`src/rtl/encoder_16to4_seq.sv`:
```
// encoder_16to4_seq: captures a request vector and emits the index of each set bit, one per output handshake
module encoder_16to4_seq #(
    parameter int WIDTH     = 16,
    parameter bit MSB_FIRST = 1'b0,
    localparam int IDX_W    = $clog2(WIDTH)
) (
    input  logic             clk,
    input  logic             reset_n,
    input  logic             in_valid,
    output logic             in_ready,
    input  logic [WIDTH-1:0] in_vec,
    output logic             out_valid,
    input  logic             out_ready,
    output logic [IDX_W-1:0] out_index,
    output logic             out_last,
    output logic             zero_in
);
    localparam logic [0:0] IDLE = 1'b0;
    localparam logic [0:0] EMIT = 1'b1;
    logic [0:0]       state;
    logic [WIDTH-1:0] pending;
    logic [WIDTH-1:0] sel;
    assign in_ready  = state == IDLE;
    assign out_valid = state == EMIT;
    assign out_last  = out_valid && ((pending & (pending - WIDTH'(1))) == '0);
    always_comb begin
        out_index = '0;
        for (int k = 0; k < WIDTH; k++)
            if (pending[MSB_FIRST ? k : WIDTH-1-k])
                out_index = IDX_W'(MSB_FIRST ? k : WIDTH-1-k);
        sel = WIDTH'(1) << out_index;
    end
    always_ff @(posedge clk) begin
        if (!reset_n) begin
            state   <= IDLE;
            pending <= '0;
            zero_in <= 1'b0;
        end else begin
            zero_in <= in_valid && in_ready && in_vec == '0;
            if (in_valid && in_ready && in_vec != '0) begin
                pending <= in_vec;
                state   <= EMIT;
            end else if (out_valid && out_ready) begin
                pending <= pending & ~sel;
                state   <= out_last ? IDLE : EMIT;
            end
        end
    end
endmodule

```
`config.mk`:
```
export PLATFORM = sky130hd
export DESIGN_NAME = encoder_16to4_seq
export DESIGN_NICKNAME = d
export VERILOG_FILES = /design/src/rtl/encoder_16to4_seq.sv
export SDC_FILE = /design/constraint.sdc
export NUM_CORES = 1
export LEC_CHECK = 0
export CORE_ASPECT_RATIO = 0.7
export CORE_MARGIN = 4
export CORE_UTILIZATION = 51
export CTS_BUF_LIST = sky130_fd_sc_hd__clkbuf_8
export DETAILED_ROUTE_END_ITERATION = 8
export PLACE_DENSITY = 0.87
export RECOVER_POWER = 25
export SYNTH_ARGS = -nofsm -noshare
export SYNTH_HDL_FRONTEND = slang
export SYNTH_SLANG_ARGS = --single-unit
```
`constraint.sdc`:
```
create_clock -name clk -period 2.6 [get_ports clk]
set_input_delay 0.52 -clock clk [delete_from_list [all_inputs] [get_ports clk]]
set_output_delay 0.52 -clock clk [all_outputs]
set_load 0.05 [all_outputs]
```
After elaboration in Yosys (flattened, before gate mapping):

Index checks and enable logic that the tools add are counted.

* $add $sub $neg: 1
* multipliers: 0
* divide/modulo/power cells: 0
* $lt $le $gt $ge: 0
* eq/ne operators: 0
* shift-type cells: 1
* mux-type cells: 21
* bitwise operators: 4
* reductions and logical operators: 9

Operator list (number)
* $mux 4: 16
* $and 16x16->16: 2
* $logic_not 16->1: 2
* $mux 16: 2
* $not 16->16: 1
* $reduce_bool 16->1: 1
* $shl 1x4->16 const A: 1
* $sub 16x1->16 const B: 1
* $logic_and 1x1->1: 5
* $mux 1: 3
* $reduce_bool 2->1: 1
* $not 1->1: 1

* bits in registers: 18
* bits in latches: 0
* RAM bits: 0
* memory bits (read-only): 0
* input port bits: 20
* output and inout port bits: 8
* logic and storage cells: 39
* memories kept: 0

Depth between registers and ports, before layout:

* depth after elaboration: 21
* gate-level depth with buffers: 7
* mapped depth without buffers: 6

Worst setup path after synthesis:

OpenSTA, ideal clock, no wires.

* kind: reg-to-output
* from: register pending[1]
* to: output port out_last
* arrival time: 2122 ps
* required time: 2080 ps
* setup slack: -42 ps
* stages on the path, launching flop included: 7
* path buffers: 1
* cell sequence: dfxtp_1 -> or4_1 -> buf_2 -> or2_2 -> a2111oi_0 -> a21o_1 -> and3_1

* longest elaborated chain between the ends: 4

Ends and longest elaborated chain
* start, declared: RTL line 21 `logic [WIDTH-1:0] pending;`
* start signal, assigned: RTL line 41 `pending <= in_vec;`
* start signal, assigned: RTL line 44 `pending <= pending & ~sel;`
* $sub 16x1->16: RTL line 25 `assign out_last = out_valid && ((pending & (pending - WIDTH'(1))) == '0);`
* $and 16x16->16 (*): RTL line 25
* $logic_not 16->1 (*): RTL line 25
* $logic_and 1x1->1 (*): RTL line 25
* end, declared: RTL line 15 `output logic out_last,`

Every way passes the cells marked *; elsewhere a longest branch is shown, timed or not.

Worst setup path in the final report:

* from: register pending[0]
* to: output port out_last

Same word-level chain as after synthesis.

==> results.sh <==
export IMPL_io_pins=28
export IMPL_clock_sinks=18
export IMPL_layout_drive_gt1_share_pct=21.1
export IMPL_slew_violations=0
export IMPL_vias_per_cell=6.76
export IMPL_rr_endpoint="pending[10]"
export IMPL_crit_required_ps=2080
export IMPL_grt_pass1_vias=1452
export IMPL_wl_per_cell_um=18.3
export IMPL_setup_worst_path_end_class="output port"
export IMPL_min_period_ps=2600
export IMPL_rows=14
export IMPL_hold_path_class="flop to flop"
export IMPL_hold_viol_final=0
export IMPL_die_h_um=48.6
export IMPL_clkTransAtPathRegs_ps=70
export IMPL_die_x_um=65.9
export IMPL_dp_hpwl_mm=2.96
export IMPL_cp_start_kind="flop"
export IMPL_synthCells=157
export IMPL_dr_pass1_iters=5
export IMPL_drcViolationCount=0
export IMPL_timing_slew_headroom_pct=52.3
export IMPL_crit_fanout=4
export IMPL_diodes=0
export IMPL_nets=215
export IMPL_finalSetupTns_ps=0
export IMPL_syn_area_um2=1200
export IMPL_syn_area_per_cell_um2=7.63
export IMPL_finalWirelength_mm=4.14
export IMPL_finClkSkew_ps=2.96
export IMPL_powerDensity_nw_per_um2=591
export IMPL_cts_tree="done"
export IMPL_postSynth_asyncResetShare_pct=0
export IMPL_ys_warnings_count=0
export IMPL_fillers=154
export IMPL_grt_pass1_wl_mm=6.83
export IMPL_gp_congestion=0.952
export IMPL_synth_main_ff_cell="dfxtp_1"
export IMPL_ys_top_cells_by_area="dfxtp_1, nand3_1, a21oi_1, o21ai_0, nor2_1"
export IMPL_crit_type="flop to output port"
export IMPL_syn_num_nets=177
export IMPL_hold_buffers=0
export IMPL_grt_overflow=0
export IMPL_final_util_pct=79.5
export IMPL_cellLeakagePower_uw=0.000638
export IMPL_synth_edf_count=0
export IMPL_worstMarginPinSlew_ps=714
export IMPL_synth_top_area_share_pct=30.1
export IMPL_r2r_setup_slack_ps=310
export IMPL_yosys_cell_count_top_type="dfxtp_1"
export IMPL_synthToLayoutAreaGrowth_pct=45.2
export IMPL_start_util_pct=54.7
export IMPL_finalSetupViolCount=0
export IMPL_fin_crit_sh_pct=100
export IMPL_drtAntennaViolNets=0
export IMPL_seq_area_frac_synth_pct=30.1
export IMPL_fp_coreArea_um2=2190
export IMPL_vdd_drop_max_mv=0.495
export IMPL_antenna_found_initial=0
export IMPL_reg2reg_depth=8
export IMPL_vias=1527
export IMPL_cts_buffer_depth=2
export IMPL_clock_latency_ps=260
export IMPL_min_to="pending[9]"
export IMPL_clock_fmax_mhz=385
export IMPL_rsz0062_at_grt="yes"
export IMPL_grt_usage_pct=27.2
export IMPL_synth_area_leader_cell="dfxtp_1"
export IMPL_synthTopCellsByCount="dfxtp_1, nand3_1, a21oi_1, nor2_1, o21ai_0"
export IMPL_synth_cell_types=42
export IMPL_die_area_um2=3200
export IMPL_io_buffers=27
export IMPL_drtIter0Drc=184
export IMPL_clock_root_buffer="clkbuf_8"
export IMPL_numCtsBuffers=3
export IMPL_status="complete, no violations"
export IMPL_holdPathStages=2
export IMPL_rr_startpoint="pending[0]"
export IMPL_grt_max_degree=15
export IMPL_cap_violations=0
export IMPL_whs_ps=531
export IMPL_cts_htree_levels=1
export IMPL_hold_start="pending[9]"
export IMPL_cp_arrival_ps=2080
export IMPL_ys_seq_elements=18
power breakdown:
part	switching [uW]	leakage, uW	internal [uW]	total [uW]
logic	263	0.000461	209	471
registers	28.1	0.000148	295	323
clock network	100	0.0000288	135	235
total	391	0.000638	638	1030
cells by family after synthesis:
kind of cell / after synthesis / synth area share [%]
AOI/OAI and AO/OA: 51 / 31.1
buffers and inverters: 15 / 4.91
DFF: 18 / 30.1
and+or+nand+nor: 73 / 33.9
cells in the final DEF, fill, tap and decap left out, drive strengths merged, types with 3 or more instances in the layout:
| cell type | Yosys | final |
|---|---|---|
| a2111oi | 4 | 4 |
| a211oi | 5 | 5 |
| a21oi | 11 | 11 |
| and3 | 4 | 4 |
| buf | 2 | 21 |
| clkbuf | 8 | 4 |
| clkdlybuf4s50 | 0 | 18 |
| dfxtp | 18 | 18 |
| dlygate4sd3 | 0 | 4 |
| inv | 5 | 5 |
| nand2 | 9 | 9 |
| nand2b | 4 | 4 |
| nand3 | 15 | 15 |
| nand4 | 6 | 6 |
| nor2 | 11 | 11 |
| nor3 | 5 | 5 |
| nor4 | 6 | 6 |
| o21ai | 12 | 12 |
| or2 | 4 | 4 |
| or4 | 3 | 3 |
flip-flops by register name, summed over array words and instances, names as in the netlist:
signal     flops
zero_in        1
pending       16
out_valid      1
worst max path at each step:
stage,from,to,slack [ps],cells past startpoint
after global placement,pending[4],out_last,150,6
after detailed placement,pending[4],out_last,120,6
after global routing,pending[0],out_last,-80,6
after floorplan,pending[1],out_index[3],30,4
final,pending[0],out_last,0.5,6
after CTS,pending[2],out_last,10,6
critical path: stages (launching register included):
cell	delay [ps]
dfxtp_1	310
or4_1	540
or2_4	300
a2111oi_4	200
a21o_1	140
and3_2	200
buf_12	140
metrics by stage:
| step | power (uW) | cell area (um^2) | cells | setup WS [ps] |
|---|---|---|---|---|
| floorplan | 564 | 1200 | 157 | 29.2 |
| global placement | 746 | 1630 | 221 | 152 |
| detailed placement | 755 | 1630 | 221 | 122 |
| CTS | 1010 | 1720 | 226 | 10.7 |
| global route | 1080 | 1740 | 226 | -79.8 |
| finish | 1030 | 1740 | 226 | 0.527 |
layer usage:
| metal | GRT usage, % | vias to the layer above | wire [um] |
|---|---|---|---|
| met5 | 0 | - | 0 |
| met4 | 8.45 | 0 | 105 |
| met2 | 42.9 | 113 | 1820 |
| met1 | 35.8 | 704 | 1800 |
| li1 | - | 690 | - |
| met3 | 7.64 | 20 | 412 |
cell type report:
type	instances	area, um^2	share of cell area, %
Multi-Input combinational cell	124	825	47.4
Timing Repair Buffer	43	440	25.3
Sequential cell	18	362	20.8
Clock buffer	4	55.1	3.16
Tap cell	32	40.0	2.30
Inverter	5	18.8	1.08
timing repair:
action | in CTS | in global routing
setup buffers | 1 | 0
pin swaps | 1 | 2
setup endpoints to repair | 2 | 3
gates resized for setup | 6 | 4
No activity file was read; power rests on OpenSTA's default activity.
